===== src/rtl/my_bus_pkg.sv =====
// Shared command/state encodings and bus widths for the myBus slave.
package my_bus_pkg;

  localparam int unsigned MODE_W = 3;
  localparam int unsigned ADDR_W = 8;
  localparam int unsigned DATA_W = 8;

  typedef enum logic [MODE_W-1:0] {
    NOP       = 3'b000,
    WRITE     = 3'b001,
    READ      = 3'b010,
    WRITE_INC = 3'b011,
    READ_INC  = 3'b100
  } mode_e;

  typedef enum logic [1:0] {
    IDLE     = 2'd0,
    WR_BURST = 2'd1,
    RD_BURST = 2'd2
  } state_e;

endpackage


===== src/rtl/my_bus_regfile.sv =====
// Byte register window: one synchronous write port, one combinational read port.
module my_bus_regfile
  import my_bus_pkg::*;
#(
  parameter int unsigned       DEPTH   = 16,
  parameter int unsigned       AW      = 4,
  parameter logic [DATA_W-1:0] RST_VAL = '0
) (
  input  logic              clk,
  input  logic              rst,
  input  logic              we,
  input  logic [AW-1:0]     waddr,
  input  logic [DATA_W-1:0] wdata,
  input  logic [AW-1:0]     raddr,
  output logic [DATA_W-1:0] rdata
);

  logic [DATA_W-1:0] mem [DEPTH];

  always_ff @(posedge clk or negedge rst) begin
    if (!rst) begin
      for (int unsigned i = 0; i < DEPTH; i++) mem[i] <= RST_VAL;
    end else if (we) begin
      mem[waddr] <= wdata;
    end
  end

  assign rdata = mem[raddr];

endmodule


===== src/rtl/my_bus_slave.sv =====
// myBus target: decodes single/burst commands into a byte register window,
// returns read beats on rdata/rvalid and pulses err on protocol violations.
module my_bus_slave
  import my_bus_pkg::*;
#(
  parameter logic [ADDR_W-1:0] BASE_ADDR = 8'h00,
  parameter int unsigned       DEPTH     = 16,
  parameter logic [DATA_W-1:0] RST_VAL   = 8'h00
) (
  input  logic              clk,
  input  logic              rst,
  input  logic [MODE_W-1:0] mode,
  input  logic [ADDR_W-1:0] addr,
  input  logic [DATA_W-1:0] data,
  input  logic              sel,
  output logic [DATA_W-1:0] rdata,
  output logic              rvalid,
  output logic              busy,
  output logic              err
);

  localparam int unsigned       AW       = (DEPTH > 1) ? $clog2(DEPTH) : 1;
  localparam logic [ADDR_W-1:0] HIT_MASK = ADDR_W'(~(DEPTH - 1));

  state_e            state;
  logic [AW-1:0]     ptr;
  logic [DATA_W-1:0] cnt;

  mode_e             cmd;
  logic              hit, cont_wr, blocked, fresh;
  logic [AW-1:0]     off;
  logic              we;
  logic [AW-1:0]     waddr, raddr;
  logic [DATA_W-1:0] rd;

  assign cmd = mode_e'(mode);

  // busy covers the cycle after the last beat too, so a command landing there
  // is still rejected even though the FSM has already returned to IDLE.
  always_comb begin
    hit     = ((addr ^ BASE_ADDR) & HIT_MASK) == '0;
    off     = addr[AW-1:0];
    cont_wr = sel && (state == WR_BURST) && (cmd == WRITE_INC);
    blocked = sel && busy && (cmd != NOP);
    fresh   = sel && !busy && !cont_wr;
    we      = 1'b0;
    waddr   = off;
    raddr   = (state == RD_BURST) ? ptr : off;
    if (cont_wr) begin
      we    = 1'b1;
      waddr = ptr;
    end else if (fresh && hit && (cmd == WRITE || cmd == WRITE_INC)) begin
      we = 1'b1;
    end
  end

  my_bus_regfile #(
    .DEPTH  (DEPTH),
    .AW     (AW),
    .RST_VAL(RST_VAL)
  ) u_regfile (
    .clk  (clk),
    .rst  (rst),
    .we   (we),
    .waddr(waddr),
    .wdata(data),
    .raddr(raddr),
    .rdata(rd)
  );

  always_ff @(posedge clk or negedge rst) begin
    if (!rst) begin
      state  <= IDLE;
      ptr    <= '0;
      cnt    <= '0;
      rdata  <= '0;
      rvalid <= 1'b0;
      busy   <= 1'b0;
      err    <= 1'b0;
    end else begin
      rvalid <= 1'b0;
      busy   <= 1'b0;
      err    <= 1'b0;

      case (state)
        RD_BURST: begin
          rdata  <= rd;
          rvalid <= 1'b1;
          busy   <= 1'b1;
          ptr    <= ptr + 1'b1;
          cnt    <= cnt - 8'd1;
          if (cnt == 8'd1) state <= IDLE;
        end
        WR_BURST: begin
          if (cont_wr) ptr <= ptr + 1'b1;
          else state <= IDLE;
        end
        default: ;
      endcase

      // A non-burst command inside WR_BURST falls through to this fresh decode.
      if (blocked) begin
        err <= 1'b1;
      end else if (fresh) begin
        case (cmd)
          NOP: ;
          WRITE: if (!hit) err <= 1'b1;
          READ: begin
            if (hit) begin
              rdata  <= rd;
              rvalid <= 1'b1;
            end else begin
              err <= 1'b1;
            end
          end
          WRITE_INC: begin
            if (hit) begin
              state <= WR_BURST;
              ptr   <= off + 1'b1;
            end else begin
              err <= 1'b1;
            end
          end
          READ_INC: begin
            if (hit && data != '0) begin
              rdata  <= rd;
              rvalid <= 1'b1;
              busy   <= 1'b1;
              ptr    <= off + 1'b1;
              cnt    <= data - 8'd1;
              state  <= (data == 8'd1) ? IDLE : RD_BURST;
            end else begin
              err <= 1'b1;
            end
          end
          default: err <= 1'b1;
        endcase
      end
    end
  end

endmodule


===== config.mk =====
export PLATFORM = sky130hd
export DESIGN_NAME = my_bus_slave
export DESIGN_NICKNAME = d
export VERILOG_FILES = /design/src/rtl/my_bus_pkg.sv /design/src/rtl/my_bus_regfile.sv /design/src/rtl/my_bus_slave.sv
export SDC_FILE = /design/constraint.sdc
export NUM_CORES = 1
export LEC_CHECK = 0
export ABC_AREA = 1
export BUFFER_PORTS_ARGS = -buffer_cell sky130_fd_sc_hd__buf_2
export CAP_MARGIN = 40
export CORE_AREA = 2 2 92 183
export DETAILED_ROUTE_END_ITERATION = 16
export DIE_AREA = 0 0 94 185
export PLACE_DENSITY = 0.67
export SETUP_SLACK_MARGIN = 0.2
export SYNTH_ARGS = -nofsm -noshare
export SYNTH_HDL_FRONTEND = slang
export SYNTH_SLANG_ARGS = --single-unit
export TNS_END_PERCENT = 1

===== constraint.sdc =====
create_clock -name clk -period 4.9 [get_ports clk]
set_input_delay 0.98 -clock clk [delete_from_list [all_inputs] [get_ports clk]]
set_output_delay 0.98 -clock clk [all_outputs]
set_load 0.1 [all_outputs]

**Word level (Yosys, flattened, before mapping)**

Cells that the tools add are included.

- Equality and inequality tests: 8
- $lt $le $gt $ge: 3
- Shift operators: 0
- $add $sub $neg: 4
- Mux-type cells: 51
- Bitwise gates (word level): 2
- Divide/modulo/power cells: 0
- $mul: 0
- Reduce and logical (&&, ||, !) cells: 18

Operators by type and width:

| operator | number |
|---|---|
| $bwmux 128 | 1 |
| $mux 8 | 13 |
| $bmux 8 s4 | 1 |
| $demux 8 s4 | 1 |
| $mux 4 | 7 |
| $eq 8x1->1 const B | 2 |
| $pmux 4 s2 | 2 |
| $pmux 8 s2 | 1 |
| $sub 8x1->8 const B | 2 |
| $mux 1 | 14 |
| $mux 2 | 7 |
| $ge 5x5->1 const B | 2 |
| $logic_and 1x1->1 | 10 |
| $not 4->5 | 2 |
| $add 4x1->4 const B | 2 |
| $logic_not 8->1 | 1 |
| $pmux 2 s2 | 2 |
| $reduce_bool 8->1 | 1 |
| $eq 3x2->1 const B | 2 |
| $lt 5x1->1 const B | 1 |
| $eq 3x1->1 const B | 1 |
| $eq 3x3->1 const B | 1 |
| $logic_not 3->1 | 1 |
| $pmux 1 s3 | 1 |
| 7 further kinds | 8 |

- Memories: 0
- Word-level logic and storage cells: 109
- Bits in read-only memories: 0
- Input bits: 22
- Bits in writable memories: 0
- Output and inout port bits: 11
- Flip-flop bits (word level): 153
- Latch bits: 0

**Depth between registers and ports, before layout**

Gate-level depths: netlist of the first run.

- Depth in word-level cells: 11
- Depth in mapped cells: 15
- Depth with buffers taken out: 13

**Cells and area by module**

A second synthesis of the first run with hierarchy kept.

- Cells, all modules: 1132
- Area, all modules: 8162.8 um2

By module, submodules not included:

| module | cells an instance | sequential area each (um2) | instances | area an instance (um2) |
|---|---|---|---|---|
| my_bus_regfile | 850 | 3203.1 | 1 | 6271.0 |
| my_bus_slave | 282 | 625.6 | 1 | 1891.8 |

**Worst setup path before layout of the first run**

Ideal clock, no wire load.

- Kind: in2reg
- Start point: input port data[0]
- End point: register cnt[0]
- Arrival time: 2745 ps
- Setup time: 124 ps
- Buffers on the path: 2
- Path slack: 2030 ps
- Required time: 4776 ps
- Stages on the path: 12
- Path through: inv_1 clkbuf_1 clkbuf_1 ha_1 nand2_1 nor2_1 nand3_1 nand2_1 nand3b_1 inv_1 nor3_1 a21oi_1

- Longest elaborated chain between the ends: 6
- Elaborated cells between the ends (all ways): 7
- Those cells by class: 1 x add/sub; 4 x mux; 2 x reduce/logical

Ends and longest elaborated chain:

| item | RTL line | source |
|---|---|---|
| from (decl) | my_bus_slave.sv:14 | `input logic [DATA_W-1:0] data,` |
| parallel branches: the longest is 2 deep, another holds $sub 8x1->8 | n/a |  |
| $mux 8 * | my_bus_slave.sv:125 | `if (hit && data != '0) begin` |
| $mux 8 * | my_bus_slave.sv:105 | `case (cmd)` |
| $mux 8 * | my_bus_slave.sv:104 | `end else if (fresh) begin` |
| $mux 8 * | my_bus_slave.sv:102 | `if (blocked) begin` |
| to (signal assigned) | my_bus_slave.sv:91 | `cnt <= cnt - 8'd1;` |
| to (signal assigned) | my_bus_slave.sv:130 | `cnt <= data - 8'd1;` |
| to (decl) | my_bus_slave.sv:27 | `logic [DATA_W-1:0] cnt;` |

Every way passes the cells marked *.
A chain may end at the register's enable or synchronous reset.

**Final worst setup path of the first run**

- Start point: input port data[1]
- End point: register cnt[0]

- Longest elaborated chain between the ends: 6

Ends and longest elaborated chain:

| item | RTL line |
|---|---|
| $reduce_bool 8->1 | my_bus_slave.sv:125 |
| $logic_and 1x1->1 | my_bus_slave.sv:125 |
| $mux 8 | my_bus_slave.sv:125 |
| $mux 8 | my_bus_slave.sv:105 |
| $mux 8 | my_bus_slave.sv:104 |
| $mux 8 | my_bus_slave.sv:102 |

Every way passes these cells.

==> key figures, run 1 <==
Status
  • Status: finished, final reports clean

Clock network
  • Clk sinks: 153
  • CTS tree: done
  • Clock slew at reported path FFs: roughly 70 ps
  • Post-CTS resize count: 0
  • Hold Buf Count CTS: 0
  • CTS H-tree lvls: 4
  • Setup Buffers After CTS: 0
  • Num CTS Buffers: 17
  • Clock buffer depth: 2
  • Clk Latency, worst-skew pair: 430 ps
  • Root Driver: clkbuf_16

STA
  • Final hold vios: 0
  • Fin crit period: slightly above 3000 ps
  • # setup viols final: 0
  • Final Max Tran Viols: 0
  • Tcrit/Tclk final: ~62%
  • Slew margin rel.: around two fifths
  • Clk_skew: roughly 14 ps
  • RSZ-0062 raised after global routing: false
  • Final worst slack: 1860 ps
  • Least-Margin Pin Slew: 871 ps
  • Setup TNS: 0 ps
  • Fmax: approximately 0.33 GHz

Detailed routing
  • Post-DR vias/cell: about 5.7
  • DR vias: 7,078
  • WL/cell: roughly 18 um
  • Drt drc: 0
  • First-iteration detailed-routing DRC count: between 700 and 800
  • Final WL: 22,100 um
  • TritonRoute pass-1 iters: 5
  • Remaining antenna violation count after routing: 0

Floorplan
  • Boundary Pins: 33
  • Core area: approximately 0.016 mm2
  • DIE AREA: 0.0174 mm2
  • Die width: 94 um
  • Die Y: 185 um
  • FP Rows: 66
  • Initial Util: 49.1%

Placed design
  • Pre-CTS setup slack: 1450 ps
  • HPWL Detailed: 14,500 um
  • I/O Buffers: 32
  • Placer congestion estimate: 0.873

Pwr
  • Leak: 4.08 nW
  • Maximum VDD drop: roughly 290 uV
  • Pwr/cell area: around 380 mW/mm2
  • Pwr Total: around 3.4 mW

GRT
  • Largest net degree at the start of global routing: 74
  • Remaining Overflow, GRT: 0
  • Global-route usage over all layers: about 27%
  • Global-route wire length before repair: between 30,000 and 40,000 um
  • Number of global-route vias before repair: 6,818
  • Initial antenna violation count: 0

Finish
  • # nets final: between 1,000 and 1,500
  • Share of layout cells above drive strength 1: between 10% and 20%
  • Finished Core Util: a little over half
  • Antenna cells: 0
  • Area Overhead vs Synth: 11.9%

Yosys
  • Asr flop ratio synth: 100%
  • Post-synth EDFFs: 0
  • Mapped Cells: between 1,000 and 1,500
  • Most frequent cells after synthesis: 302 x nand2_1, 191 x nand3_1, 153 x dfrtp_1, 126 x o21ai_1, 39 x nor2_1
  • Syn_area_per_cell: 7.87 um2
  • Count leader, synth: nand2_1
  • Register area share after synthesis: 48.4%
  • Synth top area share: 48.4%
  • Synth top area cells: dfrtp_1 48%, nand2_1 14%, nand3_1 12%
  • Flops & latches, synth: 153
  • Synth area leader: dfrtp_1
  • Main synth FF type: dfrtp_1
  • Synth warn: 0
  • Synthesized cell area: 0.00791 mm2
  • Cell variety after synth: 30
  • Syn nets: between 1,000 and 1,500

Job
  • Max Cap Viol: 0

Hold path
  • Hold Crit Class: input port to asynchronous set/reset pin

Worst setup path
  • Slowest CP cell: inv_1
  • Crit path largest cell delay: between 500 and 600 ps
  • Worst Path Arrival: approximately 3400 ps
  • Critical path data required time: 5210 ps
  • Setup CP Type: input port to flip-flop
  • CP Launch Type: input port
  • Crit-path max FO: 18
  • CP endpoint kind: flip-flop
  • Reg-to-reg slack, setup: just under 2000 ps
  • CP cell instances: buf_2 > inv_1 > ha_1 > nand2_1 > nor2_1 > nand3_1 > nand2_1 > nand3b_1 > inv_1 > nor3_1 > a21oi_1
## logic make-up after synthesis
logic type | after synthesis | share of synthesized area, %
flops | 153 | 48.4
buf+inv | 96 | 6.33
compound gates | 170 | 11.7
xor+xnor | 8 | 0.886
simple gates | 570 | 31.4
fa+ha+maj | 8 | 1.27
## cells in the final DEF (no fill, tap or decap), drive strengths merged
cell type / synthesis / final
a21oi: 11 / 11
a31oi: 2 / 2
buf: 27 / 47
bufinv: 0 / 2
clkbuf: 28 / 17
clkinv: 2 / 6
dfrtp: 153 / 153
ha: 8 / 8
inv: 39 / 48
nand2: 319 / 319
nand3: 192 / 192
nand3b: 1 / 1
nand4: 4 / 4
nor2: 40 / 40
nor3: 6 / 6
nor4: 1 / 1
o21ai: 153 / 153
o31ai: 4 / 4
or2: 7 / 7
xnor2: 1 / 1
xor2: 7 / 7
## critical path, delay by kind of cell
kind	cells	cell delay [ps]
compound gates	1	60
fa+ha+maj	1	320
buf+inv	3	830
simple gates	6	1150
## worst paths after layout
path                       cells after the start                  to          startpoint
max                                           11              cnt[0]             data[1]
min                                            1                 err                 rst
max reg2reg                                   13            rdata[7]            state[0]
min reg2reg                                    2  u_regfile.mem[118]  u_regfile.mem[118]
max in group asynchronous                      2   u_regfile.mem[79]                 rst
min in group clk                               2  u_regfile.mem[118]  u_regfile.mem[118]
## through the flow
stage	hold WS, ps	instance area, um2	std cells
finish	391	8850	1233
CTS	402	8850	1233
global placement	465	8070	1194
detailed placement	467	8250	1201
global route	406	8850	1233
floorplan	455	7910	1005
## area by class of cell
type / instances / area (um2)
Multi-Input combinational cell: 756 / 3600
Sequential cell: 153 / 3830
Clock buffer: 17 / 425
Timing Repair Buffer: 47 / 403
Tap cell: 204 / 255
Clock inverter: 15 / 179
Fill cell: 1488 / 7250
Inverter: 41 / 154
## per-layer routing
layer  wire [um]  GRT usage [%]  share of wire, %  vias up
met2       10400           42.1                47      282
met4         731           11.6               3.3        0
li1            -              -                 -     3386
met5           0              0                 0        -
met3        1320           4.07               6.0       54
met1        9610           37.6                44     3356
## sequential cells by signal, summed over array words and instances (netlist names)
signal / cells
busy: 1
cnt: 8
err: 1
ptr: 4
rdata: 8
rvalid: 1
state: 2
u_regfile.mem: 128
## where the power goes
part / total, mW / internal, mW / switching [mW] / leakage, nW
clock: 1.36 / 0.774 / 0.584 / 0.302
sequential: 1.39 / 1.34 / 0.0519 / 2.10
combinational: 0.641 / 0.166 / 0.476 / 1.67
No activity file was read; power rests on OpenSTA's default activity.
==> inputs of run 2 (changes only) <==
==> constraint.sdc (replaced) <==
create_clock -name clk -period 3.1 [get_ports clk]
set_input_delay 0.62 -clock clk [delete_from_list [all_inputs] [get_ports clk]]
set_output_delay 0.62 -clock clk [all_outputs]
set_load 0.1 [all_outputs]
==> run 2 against run 1 <==
Wire length up 0.77%. Cell count increased by 0.65%. Critical endpoint is now rdata[7]. Via count is 0.41% higher. Critical path depth grew 3. Clock power grew 62%. Sequential cell count did not move. Global-route usage decreased by 0.34 points.
==> key figures, run 2 (synthesis results as in run 1) <==
Worst setup path
  • Critical path data required time: 3460 ps (was 5210 ps)
  • Worst Path Arrival: 3070 ps (was 3350 ps)
  • Critical path destination: rdata[7] (was cnt[0])
  • Worst Setup SP: state[0] (was data[1])
  • Critical Path Most Common Cell: nand2_1
  • CP Launch Type: flip-flop (was input port)
  • Setup CP Type: flip-flop to flip-flop (was input port to flip-flop)
  • CP endpoint kind: flip-flop (unchanged)
  • Critical R2R Launch: state[0] (unchanged)
  • Crit path largest cell delay: 400 ps (was 570 ps)
  • Crit-path max FO: 23 (was 18)
  • CP cell instances: inv_1 > ha_1 > buf_4 > nand2_1 > nand2_1 > buf_4 > nand2_1 > nand3_1 > nand2_1 > nand2_1 > nand3_1 > o21ai_0 > o21ai_0 > nand2_1 (was buf_2 > inv_1 > ha_1 > nand2_1 > nor2_1 > nand3_1 > nand2_1 > nand3b_1 > inv_1 > nor3_1 > a21oi_1)
  • R2R cell count: 14 (was 13)
  • Reg-to-reg slack, setup: 390 ps (was 1970 ps)
  • Worst reg2reg path endpoint: rdata[7] (unchanged)
  • Slowest CP cell: dfrtp_1 (was inv_1)

Floorplan
  • Boundary Pins: 33 (unchanged)
  • Core area: 0.0161 mm2 (unchanged)
  • Die width: 94 um (unchanged)
  • DIE AREA: 0.0174 mm2 (unchanged)
  • FP Rows: 66 (unchanged)
  • Initial Util: 49.1% (unchanged)
  • Die Y: 185 um (unchanged)

Detailed routing
  • Drt drc: 0 (unchanged)
  • Final WL: 22,200 um (was 22,100 um)
  • WL/cell: 17.9 um (about the same)
  • Remaining antenna violation count after routing: 0 (unchanged)
  • TritonRoute pass-1 iters: 7 (was 5)
  • DR vias: 7,107 (was 7,078)
  • Post-DR vias/cell: 5.73 (was 5.74)
  • First-iteration detailed-routing DRC count: 609 (was 719)

GRT
  • Global-route wire length before repair: 36,000 um (was 36,500 um)
  • Remaining Overflow, GRT: 0 (unchanged)
  • Global-route usage over all layers: 26.8% (was 27.1%)
  • Number of global-route vias before repair: 6,808 (was 6,818)
  • Initial antenna violation count: 0 (unchanged)
  • Largest net degree at the start of global routing: 66 (was 74)

Finish
  • Most frequent cells in the layout: 301 x nand2_1, 191 x nand3_1, 153 x dfrtp_1 (unchanged)
  • Area of the multi-input gates: 0.00359 mm2 (was 0.00360 mm2)
  • Fillers: 1,540 (was 1,488)
  • Top flop regs: u_regfile.mem (128), cnt (8), rdata (8) (unchanged)
  • # nets final: 1,055 (was 1,046)
  • Layout Cells excl Fill: 1,241 (was 1,233)
  • Reg with most FFs: u_regfile.mem (unchanged)
  • Register cell area after layout: 0.00383 mm2 (unchanged)
  • Most common cell after layout, fill and taps aside: nand2_1 (unchanged)
  • Max reg flops: 128 (unchanged)
  • Share of layout cells above drive strength 1: 12.7% (was 12.1%)
  • Area Overhead vs Synth: 12.1% (was 11.9%)
  • Antenna cells: 0 (unchanged)

Clock network
  • Clock slew at reported path FFs: 70 ps (about the same)
  • Num CTS Buffers: 17 (unchanged)
  • Clk Latency, worst-skew pair: 420 ps (was 430 ps)
  • Clk sinks: 153 (unchanged)
  • Root Driver: clkbuf_16 (unchanged)
  • CTS H-tree lvls: 4 (unchanged)
  • Clock buffer depth: 2 (unchanged)
  • Post-CTS resize count: 0 (unchanged)
  • Hold Buf Count CTS: 0 (unchanged)
  • CTS tree: done (unchanged)
  • Setup Buffers After CTS: 0 (unchanged)

Status
  • Status: finished, final reports clean (unchanged)

Placed design
  • Placer congestion estimate: 0.871 (was 0.873)
  • HPWL Detailed: 13,900 um (was 14,500 um)
  • DP Cell Count: 1,210 (was 1,201)
  • I/O Buffers: 32 (unchanged)

STA
  • # setup viols final: 0 (unchanged)
  • Fin crit period: approximately 2700 ps
  • Least-Margin Pin Slew: 655 ps (was 871 ps)
  • Clk_skew: 9.97 ps (was 13.6 ps)
  • Slew margin rel.: 56.4% (was 41.5%)
  • Final hold vios: 0 (unchanged)
  • RSZ-0062 raised after global routing: false (unchanged)
  • Setup TNS: 0 ps (unchanged)
  • Final Max Tran Viols: 0 (unchanged)
  • Tcrit/Tclk final: between 80 and 90%
  • Fmax: between 0.3 and 0.4 GHz

Job
  • Max Cap Viol: 0 (unchanged)

Pwr
  • Leak: 4.09 nW (was 4.08 nW)
  • Maximum VDD drop: 338 uV (was 294 uV)
  • Pwr/cell area: 611 mW/mm2 (was 383 mW/mm2)

Hold path
  • Hold Crit Class: input port to asynchronous set/reset pin (unchanged)
[run 2: stage by stage]
step | worst slack, ps | util, % | hold WS [ps] | power, mW | instance area [um2]
after global placement | 413 | 51.1 | 466 | 3.22 | 8230
final | 393 | 55.1 | 206 | 5.42 | 8870
after CTS | 426 | 55.1 | 230 | 5.43 | 8870
after floorplan | 590 | - | 324 | 2.94 | 7910
after global routing | 208 | 55.1 | 257 | 5.63 | 8870
after detailed placement | 446 | 51.2 | 469 | 3.24 | 8240
[run 2: worst min-delay path by stage]
stage / startpoint / endpoint / cells after the start
after floorplan: rst / busy / 0
after global placement: u_regfile.mem[112] / u_regfile.mem[112] / 2
after detailed placement: u_regfile.mem[117] / u_regfile.mem[117] / 2
after CTS: rst / cnt[4] / 1
after global routing: rst / busy / 1
final: rst / err / 1
[run 2: report_power, final]
group / total [mW] / switching (mW) / internal [mW]
sequential: 2.20 / 0.0833 / 2.12
clock: 2.20 / 0.891 / 1.31
combinational: 1.01 / 0.751 / 0.260
total: 5.42 / 1.73 / 3.69
[run 2: critical path, delay by kind of cell (launching register included)]
family	cells	cell delay [ps]
buf+inv	3	660
compound gates	2	330
fa+ha+maj	1	380
simple gates	8	880
flops	1	400
[run 2: layer usage]
layer,share of wire (%),up-vias,wire length [um],global-route usage [%]
met5,0,-,0,0
met4,3.9,0,868,10.6
met3,5.8,58,1290,3.34
met2,47,284,10500,42.7
met1,43,3377,9550,36.9
li1,-,3388,-,-
[run 2: layout make-up]
cell class,instances,share of cell area (%)
flip-flops and latches,153,43.2
multi-input cells,756,40.5
clock buffers,18,4.95
repair buffers,56,4.70
well taps,204,2.88
clock inverters,13,2.06
inverters,41,1.74
